`src/rtl/fifo_rd_unpack_if.sv`:
```
// fifo_rd_unpack_if: FIFO read port plus narrow slice stream.
// master is the unpacker side, slave is the FIFO/sink side.
interface fifo_rd_unpack_if #(
    parameter int IN_W  = 32,
    parameter int OUT_W = 8
);
    logic             fifo_empty;
    logic [IN_W-1:0]  fifo_rd_data;
    logic             fifo_rd_en;
    logic             out_valid;
    logic             out_ready;
    logic [OUT_W-1:0] out_data;
    logic             out_last;

    modport master (
        input  fifo_empty,
        input  fifo_rd_data,
        input  out_ready,
        output fifo_rd_en,
        output out_valid,
        output out_data,
        output out_last
    );

    modport slave (
        output fifo_empty,
        output fifo_rd_data,
        output out_ready,
        input  fifo_rd_en,
        input  out_valid,
        input  out_data,
        input  out_last
    );
endinterface

```
`src/rtl/fifo_rd_unpack.sv`:
```
// fifo_rd_unpack: pops wide FIFO words and emits them as narrow slices.
// Sustains one slice per cycle with no bubble between words.
module fifo_rd_unpack #(
    parameter int IN_W      = 32,
    parameter int OUT_W     = 8,
    parameter int LSB_FIRST = 1
) (
    input  logic             clk,
    input  logic             rst,
    input  logic             flush,
    output logic             busy,
    fifo_rd_unpack_if.master bus
);
    localparam int RATIO = IN_W / OUT_W;
    localparam int CNT_W = (RATIO > 1) ? $clog2(RATIO) : 1;

    localparam logic [CNT_W-1:0] CNT_LAST = CNT_W'(RATIO - 1);
    localparam logic [CNT_W-1:0] CNT_ONE  = CNT_W'(1);

    localparam logic [0:0] EMPTY = 1'b0;
    localparam logic [0:0] SHIFT = 1'b1;

    if (IN_W % OUT_W != 0) begin : g_bad_ratio
        $error("fifo_rd_unpack: IN_W must be a multiple of OUT_W");
    end

    logic [IN_W-1:0]             hold_r;
    logic [0:0]                  hold_valid_r;
    logic [CNT_W-1:0]            cnt_r;
    logic [RATIO-1:0][OUT_W-1:0] slices;
    logic [CNT_W-1:0]            sel;
    logic                        accept;
    logic                        word_done;

    // Slice select and handshake decode, all from registered state.
    always_comb begin
        slices         = hold_r;
        sel            = (LSB_FIRST != 0) ? cnt_r : CNT_LAST - cnt_r;
        bus.out_valid  = (hold_valid_r == SHIFT);
        bus.out_last   = (hold_valid_r == SHIFT) && (cnt_r == CNT_LAST);
        bus.out_data   = (hold_valid_r == SHIFT) ? slices[sel] : '0;
        accept         = bus.out_valid & bus.out_ready;
        word_done      = accept & bus.out_last;
        // Refill on the last accepted slice so words run back to back.
        bus.fifo_rd_en = ~rst & ~flush & ~bus.fifo_empty
                       & ((hold_valid_r == EMPTY) | word_done);
        busy           = hold_valid_r[0];
    end

    // EMPTY/SHIFT state, held word and slice counter.
    always_ff @(posedge clk) begin
        if (rst) begin
            hold_r       <= '0;
            hold_valid_r <= EMPTY;
            cnt_r        <= '0;
        end else if (flush) begin
            hold_valid_r <= EMPTY;
            cnt_r        <= '0;
        end else if (bus.fifo_rd_en) begin
            hold_r       <= bus.fifo_rd_data;
            hold_valid_r <= SHIFT;
            cnt_r        <= '0;
        end else if (word_done) begin
            hold_valid_r <= EMPTY;
            cnt_r        <= '0;
        end else if (accept) begin
            cnt_r        <= cnt_r + CNT_ONE;
        end
    end
endmodule

```
`src/flat_wrapper.sv`:
```
// flat-port wrapper written by rule: the top's interface ports become plain ports
module fifo_rd_unpack_flat 
#(
    parameter int IN_W      = 32,
    parameter int OUT_W     = 8,
    parameter int LSB_FIRST = 1
)
  (clk, rst, flush, busy, bus_fifo_empty, bus_fifo_rd_data, bus_out_ready, bus_fifo_rd_en, bus_out_valid, bus_out_data, bus_out_last);
  fifo_rd_unpack_if #(.IN_W(IN_W), .OUT_W(OUT_W)) bus_i ();
  input  logic clk;
  input  logic rst;
  input  logic flush;
  output logic busy;
  input wire logic [$bits(bus_i.fifo_empty)-1:0] bus_fifo_empty;
  input wire logic [$bits(bus_i.fifo_rd_data)-1:0] bus_fifo_rd_data;
  input wire logic [$bits(bus_i.out_ready)-1:0] bus_out_ready;
  output wire logic [$bits(bus_i.fifo_rd_en)-1:0] bus_fifo_rd_en;
  output wire logic [$bits(bus_i.out_valid)-1:0] bus_out_valid;
  output wire logic [$bits(bus_i.out_data)-1:0] bus_out_data;
  output wire logic [$bits(bus_i.out_last)-1:0] bus_out_last;
  assign bus_i.fifo_empty = bus_fifo_empty;
  assign bus_i.fifo_rd_data = bus_fifo_rd_data;
  assign bus_i.out_ready = bus_out_ready;
  assign bus_fifo_rd_en = bus_i.fifo_rd_en;
  assign bus_out_valid = bus_i.out_valid;
  assign bus_out_data = bus_i.out_data;
  assign bus_out_last = bus_i.out_last;
  fifo_rd_unpack #(.IN_W(IN_W), .OUT_W(OUT_W), .LSB_FIRST(LSB_FIRST)) u_core (.clk(clk), .rst(rst), .flush(flush), .busy(busy), .bus(bus_i));
endmodule
```
`config.mk`:
```
export PLATFORM = sky130hd
export DESIGN_NAME = fifo_rd_unpack_flat
export DESIGN_NICKNAME = d
export VERILOG_FILES = /design/src/rtl/fifo_rd_unpack_if.sv /design/src/rtl/fifo_rd_unpack.sv /design/src/flat_wrapper.sv
export SDC_FILE = /design/constraint.sdc
export NUM_CORES = 1
export LEC_CHECK = 0
export ABC_AREA = 1
export CORE_MARGIN = 4
export CORE_UTILIZATION = 43
export DETAILED_ROUTE_END_ITERATION = 6
export GPL_ROUTABILITY_DRIVEN = 0
export PLACE_DENSITY = 0.81
export SYNTH_ARGS = -nofsm -noshare
export SYNTH_HDL_FRONTEND = slang
export SYNTH_SLANG_ARGS = --single-unit
export TNS_END_PERCENT = 20
```
`constraint.sdc`:
```
create_clock -name clk -period 1.3 [get_ports clk]
set_input_delay 0.13 -clock clk [delete_from_list [all_inputs] [get_ports clk]]
set_output_delay 0.13 -clock clk [all_outputs]
set_load 0.05 [all_outputs]
```
==> summary.md, run 1 <==
| Metric | Value |
|---|---|
| Number of enable-type register cells in the synthesized netlist | `0` |
| CTS root buffer | `sky130_fd_sc_hd__clkbuf_8` |
| Largest net degree at the start of global routing | `33` |
| Share of synthesized registers carrying an async set or reset | `0` |
| Worst Hold Margin | `0.469 ns` |
| Cell area after synthesis | `1850 µm²` |
| Setup ws final | `-0.308 ns` |
| Initial Utilization | `0.453` |
| Fraction of layout cells with a size suffix above 1 | `0.231` |
| Critical path type | `flop to primary output` |
| Worst-path fanout max | `5` |
| Syn. warnings | `0` |
| Boundary pin count | `a little under 50` |
| Count of buffers from port buffering | `48` |
| Violations in the final reports | `negative setup slack` |
| Register cell area after layout | `between 700 and 800 µm²` |
| Kind of start point of the critical path | `flop` |
| TritonCTS clock tree | `yes` |
| Upper clock frequency limit | `622 MHz` |
| Origin of the worst setup path | `u_core.cnt_r[0]` |
| Total via count in the routed design | `1926` |
| Count of cells along the worst register-to-register path | `7` |
| Share of Yosys cell area claimed by the top area cell type | `0.378` |
| Average footprint of a synthesized cell | `6.35 µm²` |
| Max_cap viols | `0` |
| Number of levels in the clock H-tree | `2` |
| Final Hold Violating Endpoints | `0` |
| Final Skew | `a little over 0.005 ns` |
| Cells after synthesis | `a little under 300` |
| Clock buffer depth | `2` |
| Kind of cell adding the most delay to the critical path | `flip-flops` |
| Post-synthesis sequential area ratio | `0.378` |
| Worst endpoint data arrival time | `approximately 1.5 ns` |
| DIE WIDTH | `73.6 µm` |
| Crit end category | `primary output` |
| Maximum ir drop on the vdd rail | `571 µV` |
| Routed WL per cell | `roughly 12 µm` |
| Dominant cell type by area after synthesis | `sky130_fd_sc_hd__dfxtp_1` |
| First-pass iteration count of the detailed router | `4` |
| Total power density per cell area | `about 960 nW/µm²` |
| Status | `complete, but fails checks` |
| Total routing resource utilization after global routing | `0.202` |
| Worst flop-to-flop path endpoint | `u_core.hold_r[28]` |
| Endpoint of the worst setup timing path | `bus_out_data[3]` |
| Number of different library cells in the post-synthesis netlist | `18` |
| Required time of the critical path | `1.17 ns` |
| Commonest cells in the netlist | `sky130_fd_sc_hd__nor2_1 (97), sky130_fd_sc_hd__nand2_1 (39), sky130_fd_sc_hd__inv_1 (38)` |
| Remaining Overflow, GRT | `0` |
| DRC violation count after routing | `0` |
| Setup repair after global routing missed its margin | `true` |
| Final critical path time including I/O delays and setup | `1.61 ns` |
| Clk slew on worst S/H paths | `0.07 ns` |
| Via density per instance | `approximately 4.8` |
| Cell Rows | `23` |
| Antenna viol nets, final | `0` |
| Tightest Pin Transition | `0.267 ns` |
| Pins Over Slew Limit | `0` |
| Final core utilization | `0.703` |
| Sinks on the clock net | `35` |
| CP max stage cell | `sky130_fd_sc_hd__dfxtp_4` |
| Slew Limit Headroom | `0.822` |
| Min-delay worst type | `primary input to flop` |
| Total die area | `around 5400 µm²` |
| Area growth from synthesis to layout | `55.0%` |
| Fill count | `334` |
| Hold buffer count at CTS | `0` |
| R2r startpoint | `u_core.cnt_r[1]` |
| Antenna violations before repair | `0` |
| Number of CTS-inserted buffers | `5` |
| Detailed placement HPWL | `3.29 mm` |
| Post-synth top flop | `sky130_fd_sc_hd__dfxtp_1` |
| Cell types with the largest area share after synthesis | `sky130_fd_sc_hd__dfxtp_1 (38%), sky130_fd_sc_hd__nor2_1 (20%), sky130_fd_sc_hd__nand3_1 (9.2%)` |
| Via count of the first global-routing pass | `1912` |
| Flop and latch count out of synthesis | `35` |
| Floorplan core area | `slightly above 4000 µm²` |
| Ratio of final minimum period to clock period | `1.24` |
| WP depth | `7` |
| Wire length of the first global-routing pass | `~8.5 mm` |
| Leak Pwr | `~1.2 nW` |
| Clk Latency, worst-skew pair | `0.29 ns` |
| Chain of cells forming the critical path | `buf_12 -> buf_6 -> nor2_1 -> nor2_1 -> o21ai_2 -> a21oi_4 -> buf_6` |
| Worst stage delay on the critical path | `about 0.4 ns` |
| Number of nets in the layout | `387` |
| DRC violation total after the first TritonRoute iteration | `70` |
| Cell with the most instances after synthesis | `sky130_fd_sc_hd__nor2_1` |
| Syn_nets | `between 300 and 400` |
| Number of buffer and inverter stages on the critical path | `3` |
| Diode insertion count for antenna repair | `0` |
| Area taken by multi-input logic gates | `~1000 µm²` |
| Total setup violations reported at the end of the flow | `between 40 and 50` |
| Final routed wirelength across all metal layers | `4.81 mm` |
| Reg2reg setup slack | `-0.12 ns` |
| Die height | `between 70 and 80 µm` |
## layout make-up
type,count,area share
clock inverters,2,0.0131
well taps,50,0.0218
clock buffers,6,0.0327
repair buffers,66,0.264
inverters,39,0.0562
multi-input cells,201,0.362
repair inverters,1,0.00305
flip-flops and latches,35,0.247
## state kept, by name, summed over array words and instances, names as in the netlist
signal                flops
u_core.bus.out_valid      1
u_core.cnt_r              2
u_core.hold_r            32
## power by group
| group | switching [mW] | total, mW | internal [mW] |
|---|---|---|---|
| sequential | 0.0405 | 1.16 | 1.12 |
| combinational | 0.237 | 0.481 | 0.244 |
| clock | 0.415 | 1.10 | 0.688 |
| total | 0.693 | 2.75 | 2.05 |
## kinds of logic (layout without fill, tap and decap cells)
group           Yosys count  count (layout)  share of synthesized area
buf+inv                  56             114                      0.153
xor+xnor                  1               1                    0.00473
compound gates           27              27                     0.0804
simple gates            172             172                      0.377
flops                    35              35                      0.378
fa+ha+maj                 1               1                    0.00675
## layer usage
metal / GRT usage / wire length (µm) / up-vias
met3: 0.0424 / 246 / 9
met1: 0.250 / 2090 / 863
li1: - / - / 1004
met4: 0.0785 / 102 / 0
met2: 0.340 / 2370 / 50
met5: 0 / 0 / -
## worst min-delay path by stage
stage | startpoint | end | slack (ns) | cells after the start
finish | bus_fifo_rd_data[27] | u_core.hold_r[27] | 0.47 | 5
global route | bus_fifo_rd_data[2] | u_core.hold_r[2] | 0.49 | 5
CTS | bus_fifo_rd_data[27] | u_core.hold_r[27] | 0.47 | 5
detailed placement | u_core.hold_r[10] | u_core.hold_r[10] | 0.47 | 2
global placement | u_core.hold_r[28] | u_core.hold_r[28] | 0.46 | 2
floorplan | rst | u_core.bus.out_valid | 0.28 | 3
## tightest hold or removal path, stage by stage
cell	delay, ns
sky130_fd_sc_hd__clkdlybuf4s50_1	0.39
sky130_fd_sc_hd__inv_1	0.05
sky130_fd_sc_hd__nand3_1	0.07
sky130_fd_sc_hd__nand2_1	0.06
sky130_fd_sc_hd__nor2_1	0.03
## layout by cell type (no fill, tap or decap), types with 3 or more instances in the layout
| master | instances |
|---|---|
| sky130_fd_sc_hd__nand2_1 | 39 |
| sky130_fd_sc_hd__clkbuf_8 | 5 |
| sky130_fd_sc_hd__nand3_1 | 34 |
| sky130_fd_sc_hd__clkdlybuf4s50_1 | 36 |
| sky130_fd_sc_hd__nor2_1 | 85 |
| sky130_fd_sc_hd__o21ai_1 | 3 |
| sky130_fd_sc_hd__a21oi_4 | 9 |
| sky130_fd_sc_hd__nor2_2 | 13 |
| sky130_fd_sc_hd__o21ai_2 | 13 |
| sky130_fd_sc_hd__buf_12 | 9 |
| sky130_fd_sc_hd__inv_1 | 36 |
| sky130_fd_sc_hd__buf_4 | 9 |
| sky130_fd_sc_hd__dfxtp_1 | 33 |
| sky130_fd_sc_hd__buf_6 | 11 |
## per-stage QoR
step	power (mW)	setup slack, ns	setup TNS [ns]	cell area (µm²)	instances
finish	2.75	-0.308	-5.84	2870	400
global route	2.87	-0.363	-11.33	2870	400
detailed placement	1.64	-0.119	-3.89	2570	391
CTS	2.75	-0.308	-5.04	2830	401
floorplan	1.44	-0.0160	-0.0160	1960	292
global placement	1.63	-0.0821	-2.51	2570	391
## timing repair
| item | 4_1_cts | 5_1_grt |
|---|---|---|
| endpoints found under the setup margin | 42 | 42 |
| gates cloned | 2 | 0 |
| setup buffers | 0 | 0 |
| gates resized for setup | 35 | 18 |
| pin swaps | 12 | 14 |
Power figures use the tool's default switching activity.
==> run 2, diff against run 1 <==
CTS_CLUSTER_DIAMETER = 150   (was not set)
PLACE_DENSITY = not set   (was 0.81)
PLACE_DENSITY_LB_ADDON = 0.25   (was not set)
==> run 2 against run 1 <==
The flow still finishes with violations (negative setup slack); critical path depth is 1 lower; fmax is 1.0% higher; clock power hardly changed; register-to-register slack worse by 0.05 ns; combinational power is 7.7% higher.
==> summary.md, run 2 (synthesis gave the netlist of run 1 again) <==
| Metric | Value |
|---|---|
| Total routing resource utilization after global routing | `0.200` |
| Worst endpoint data arrival time | `1.46 ns` |
| Leak Pwr | `between 1 and 1.5 nW` |
| DIE WIDTH | `about 74 µm` |
| Kind of start point of the critical path | `flop` |
| Final Skew | `approximately 0.0055 ns` |
| Total die area | `~5400 µm²` |
| Status | `complete, but fails checks` |
| Setup ws final | `-0.293 ns` |
| Count of cells along the worst register-to-register path | `8` |
| Violations in the final reports | `negative setup slack` |
| Sinks on the clock net | `35` |
| Hold buffer count at CTS | `0` |
| Boundary pin count | `49` |
| Total power density per cell area | `~950 nW/µm²` |
| Worst-path fanout max | `4` |
| Total setup violations reported at the end of the flow | `42` |
| Final critical path time including I/O delays and setup | `about 1.6 ns` |
| Comb power frac | `0.185` |
| DRC violation count after routing | `0` |
| Register share of total power | `0.419` |
| Switching portion of total power | `0.257` |
| Clk slew on worst S/H paths | `0.08 ns` |
| Commonest non-fill, non-tap cell in the layout | `sky130_fd_sc_hd__nor2_1` |
| Leading cell types in the layout, fill and taps excluded | `sky130_fd_sc_hd__nor2_1 (70), sky130_fd_sc_hd__nand2_1 (37), sky130_fd_sc_hd__clkdlybuf4s50_1 (36)` |
| Final core utilization | `0.719` |
| Part of the power in the clock network | `0.396` |
| End point of the most critical hold path | `u_core.hold_r[11]` |
| Initial Utilization | `0.453` |
| Pins Over Slew Limit | `0` |
| Upper clock frequency limit | `628 MHz` |
| Crit end category | `primary output` |
| First-pass iteration count of the detailed router | `4` |
| Antenna violations before repair | `0` |
| Diode insertion count for antenna repair | `0` |
| Count of buffers from port buffering | `between 40 and 50` |
| DRC violation total after the first TritonRoute iteration | `123` |
| Worst flop-to-flop path endpoint | `u_core.hold_r[23]` |
| Via count of the first global-routing pass | `roughly 1900` |
| Final routed wirelength across all metal layers | `between 5 and 6 mm` |
| R2r startpoint | `u_core.cnt_r[0]` |
| Register with the most flip-flops | `u_core.hold_r` |
| Number of CTS-inserted buffers | `5` |
| Wire length of the first global-routing pass | `a little over 8 mm` |
| Antenna viol nets, final | `0` |
| Remaining Overflow, GRT | `0` |
| Cell Rows | `23` |
| Die height | `between 70 and 80 µm` |
| Net load switching power | `just over 0.7 mW` |
| CTS root buffer | `sky130_fd_sc_hd__clkbuf_8` |
| Required time of the critical path | `around 1.2 ns` |
| Flip-flop count of the largest register after layout | `32` |
| Final Hold Violating Endpoints | `0` |
| Final-layout setup total negative slack | `-5.77 ns` |
| Detailed placement HPWL | `~3.4 mm` |
| Clock buffer depth | `2` |
| Critical path type | `flop to primary output` |
| Max_cap viols | `0` |
| Clk Latency, worst-skew pair | `around 0.29 ns` |
| Tightest Pin Transition | `roughly 0.26 ns` |
| Total via count in the routed design | `~2000` |
| Slew Limit Headroom | `0.827` |
| Routed WL per cell | `roughly 13 µm` |
| Beginning of the worst hold path | `bus_fifo_rd_data[11]` |
| Area growth from synthesis to layout | `58.6%` |
| Number of nets in the layout | `approximately 390` |
| Pint | `slightly above 2 mW` |
| Hold depth | `5` |
| Setup repair after global routing missed its margin | `true` |
| Number of levels in the clock H-tree | `2` |
| Ratio of final minimum period to clock period | `1.23` |
| Largest net degree at the start of global routing | `33` |
| Maximum ir drop on the vdd rail | `between 1000 and 1500 µV` |
| TritonCTS clock tree | `yes` |
| Floorplan core area | `about 4000 µm²` |
| Min-delay worst type | `primary input to flop` |
| Reg2reg setup slack | `-0.17 ns` |
| Fraction of layout cells with a size suffix above 1 | `0.276` |
| Via density per instance | `~5` |
[run 2: what timing repair did]
action | 4_1_cts | 5_1_grt
gates resized for setup | 43 | 32
buffers inserted | 3 | 1
endpoints found under the setup margin | 42 | 42
cloned | 1 | 0
pin swaps | 6 | 2
[run 2: layout make-up]
cell class | count | area (µm²)
timing repair buffer | 69 | 793
clock inverter | 2 | 37.5
tap | 50 | 62.6
fill | 325 | 1150
multi-input combinational | 201 | 1090
sequential | 35 | 709
clock buffer | 6 | 93.8
inverter | 39 | 154
[run 2: worst max-delay path, stage by stage, from the launching register on]
cell and delay, ns:
sky130_fd_sc_hd__dfxtp_4 0.37, sky130_fd_sc_hd__buf_4 0.14, sky130_fd_sc_hd__ha_4 0.17, sky130_fd_sc_hd__a21oi_4 0.15, sky130_fd_sc_hd__nor2_4 0.07, sky130_fd_sc_hd__buf_12 0.13
sky130_fd_sc_hd__buf_12 0.14
[run 2: metal layers]
metal	share of wire	wire length [µm]	up-vias	track usage
met5	0	0	-	0
met4	0.029	148	0	0.0966
met3	0.064	334	13	0.0492
met2	0.51	2640	65	0.341
met1	0.40	2060	878	0.231
li1	-	-	1011	-
[run 2: worst max-delay path by stage]
stage / start / end / slack, ns
after floorplan: u_core.cnt_r[0] / bus_out_data[0] / -0.02
after global placement: flush / u_core.hold_r[17] / -0.09
after detailed placement: u_core.cnt_r[0] / u_core.hold_r[26] / -0.14
after CTS: u_core.cnt_r[0] / bus_out_data[5] / -0.26
after global routing: u_core.cnt_r[0] / bus_out_data[3] / -0.35
final: u_core.cnt_r[0] / bus_fifo_rd_en / -0.29
[run 2: per-stage QoR]
step / cells / power (mW) / hold slack [ns] / instance area (µm²) / worst slack, ns
after floorplan: 292 / 1.44 / 0.279 / 1960 / -0.0160
after global placement: 390 / 1.64 / 0.459 / 2550 / -0.0887
after detailed placement: 390 / 1.64 / 0.467 / 2550 / -0.142
after CTS: 401 / 2.77 / 0.461 / 2840 / -0.262
after global routing: 402 / 2.92 / 0.489 / 2940 / -0.350
final: 402 / 2.80 / 0.461 / 2940 / -0.293
[run 2: power by group through the flow]
stage | Clock [mW] | Sequential, mW | Combinational (mW)
3_5_place_dp | 0 | 1.18 | 0.463
4_1_cts | 1.11 | 1.16 | 0.493
2_1_floorplan | 0 | 1.18 | 0.262
3_3_place_gp | 0 | 1.18 | 0.457
6_report | 1.11 | 1.17 | 0.518
5_1_grt | 1.17 | 1.18 | 0.567
==> run 3, diff against run 2 <==
CORE_UTILIZATION = 48   (was 43)
clock period = 1.5 ns   (was 1.3 ns; I/O delays follow)
==> run 3 against run 2 <==
The run still ends with negative setup slack left; sequential share of layout area increased by 2.5 points; power decreased by 26%; largest power group unchanged; non-clock buffer count decreased by 4; count of clock-buffer cells in the layout unchanged; worst hold slack improved by 0.028 ns; cell count decreased by 1.7%; design area decreased by 9.7%; utilization about the same.
==> summary.md, run 3 (synthesis gave the netlist of run 1 again) <==
| Metric | Value |
|---|---|
| Status | `complete, but fails checks` |
| Violations in the final reports | `negative setup slack` |
| Kind of start point of the critical path | `flop` |
| TritonCTS clock tree | `yes` |
| Final critical path time including I/O delays and setup | `around 1.6 ns` |
| DIE WIDTH | `around 70 µm` |
| Flip-flop count of the largest register after layout | `32` |
| CTS root buffer | `sky130_fd_sc_hd__clkbuf_8` |
| Die height | `approximately 70 µm` |
| Boundary pin count | `49` |
| Total setup violations reported at the end of the flow | `9` |
| Sinks on the clock net | `35` |
| Final Skew | `between 0.002 and 0.003 ns` |
| Post-route design area | `between 2000 and 3000 µm²` |
| Pint | `roughly 1.5 mW` |
| Switching portion of total power | `0.269` |
| Number of nets in the layout | `between 300 and 400` |
| Clk Latency, worst-skew pair | `around 0.29 ns` |
| Number of CTS-inserted buffers | `5` |
| Tightest Pin Transition | `0.329 ns` |
| Number of levels in the clock H-tree | `2` |
| Total via count in the routed design | `between 1500 and 2000` |
| Slew Limit Headroom | `0.781` |
| Total die area | `a little under 5000 µm²` |
| Register with the most flip-flops | `u_core.hold_r` |
| Antenna viol nets, final | `0` |
| DRC violation count after routing | `0` |
| Final Hold Violating Endpoints | `0` |
| Net load switching power | `between 0.5 and 0.6 mW` |
| Maximum ir drop on the vdd rail | `roughly 650 µV` |
| Upper clock frequency limit | `~630 MHz` |
| Crit end category | `primary output` |
| Worst endpoint data arrival time | `about 1.4 ns` |
| Area growth from synthesis to layout | `43.2%` |
| Via count of the first global-routing pass | `roughly 1800` |
| Via density per instance | `roughly 4.7` |
| Placed inst area | `2440 µm²` |
| Max_cap viols | `0` |
| Commonest non-fill, non-tap cell in the layout | `sky130_fd_sc_hd__nor2_1` |
| Remaining Overflow, GRT | `0` |
| Fill count | `~310` |
| Total power density per cell area | `roughly 780 nW/µm²` |
| Total routing resource utilization after global routing | `0.202` |
| Largest net degree at the start of global routing | `33` |
| Final non-filler cell total | `a little under 400` |
| Worst Hold Margin | `just under 0.5 ns` |
| Worst slack after detailed placement | `roughly 0.014 ns` |
| Worst-path fanout max | `8` |
| Routed WL per cell | `approximately 12 µm` |
| Register share of total power | `0.484` |
| Hold buffer count at CTS | `0` |
| Initial Utilization | `0.502` |
| Wire length of the first global-routing pass | `7.96 mm` |
| Setup repair after global routing missed its margin | `true` |
| Comb power frac | `0.183` |
| Cell Rows | `22` |
| Leak Pwr | `roughly 1.2 nW` |
| Setup ws final | `-0.0853 ns` |
| Min-delay worst type | `flop to flop` |
| Antenna violations before repair | `0` |
| Register cell area after layout | `between 700 and 800 µm²` |
| Detailed placement HPWL | `3.22 mm` |
| Pins Over Slew Limit | `0` |
| Diode insertion count for antenna repair | `0` |
| Ratio of final minimum period to clock period | `1.06` |
| Total placed cells including tap cells | `around 380` |
| Floorplan core area | `~3700 µm²` |
| Fraction of layout cells with a size suffix above 1 | `0.187` |
| DRC violation total after the first TritonRoute iteration | `approximately 120` |
| Required time of the critical path | `1.35 ns` |
| First-pass iteration count of the detailed router | `4` |
| Area taken by multi-input logic gates | `986 µm²` |
| Count of buffers from port buffering | `48` |
| Critical path type | `flop to primary output` |
| Leading cell types in the layout, fill and taps excluded | `sky130_fd_sc_hd__nor2_1 (96), sky130_fd_sc_hd__nand2_1 (39), sky130_fd_sc_hd__inv_1 (36), sky130_fd_sc_hd__clkdlybuf4s50_1 (36), sky130_fd_sc_hd__nand3_1 (34)` |
| Part of the power in the clock network | `0.333` |
| Clk slew on worst S/H paths | `0.07 ns` |
| Clock buffer depth | `2` |
| Final routed wirelength across all metal layers | `around 4.8 mm` |
run 3: repair_timing:
action | CTS | global route
setup buffers | 3 | 1
pin swaps | 2 | 0
gates resized for setup | 39 | 7
endpoints found under the setup margin | 9 | 26
run 3: per-layer routing:
metal | vias up | GRT usage | wire, µm
met2 | 51 | 0.368 | 2480
met1 | 819 | 0.225 | 1980
met3 | 9 | 0.0547 | 243
met5 | - | 0 | 0
met4 | 0 | 0.0638 | 83
li1 | 994 | - | -
run 3: power by group through the flow:
stage	combinational, mW	clock, mW	sequential (mW)
after floorplan	0.223	0	1.02
after global placement	0.361	0	1.02
after detailed placement	0.366	0	1.02
after CTS	0.379	0.694	1.01
after global routing	0.422	0.737	1.01
final	0.381	0.692	1.01
run 3: per-stage QoR:
step	setup TNS [ns]	util	power [mW]
global placement	0	0.661	1.38
detailed placement	0	0.661	1.39
floorplan	-0.0705	-	1.24
CTS	-0.380	0.712	2.08
global route	-1.23	0.719	2.17
finish	-0.476	0.719	2.08
run 3: layout make-up:
type	count	share of cell area
clock buffer	6	0.0311
timing repair buffer	65	0.249
inverter	39	0.0575
clock inverter	1	0.00189
tap	48	0.0226
multi-input combinational	201	0.372
sequential	35	0.266
run 3: worst paths after layout:
kind / from / depth (start not counted) / end / slack, ns
setup reg to reg: u_core.cnt_r[0] / 7 / u_core.hold_r[1] / 0.06
hold / removal: u_core.hold_r[16] / 2 / u_core.hold_r[16] / 0.49
hold reg to reg: u_core.hold_r[16] / 2 / u_core.hold_r[16] / 0.49
setup / recovery: u_core.cnt_r[0] / 6 / bus_out_data[6] / -0.09
run 3: worst max-delay path, cell delays in order, from the launching register on:
cell and delay [ns]:
sky130_fd_sc_hd__dfxtp_4 0.40, sky130_fd_sc_hd__buf_6 0.15, sky130_fd_sc_hd__nor2_1 0.06, sky130_fd_sc_hd__nor2_1 0.12, sky130_fd_sc_hd__o21ai_2 0.09, sky130_fd_sc_hd__a21oi_4 0.16
sky130_fd_sc_hd__buf_6 0.17
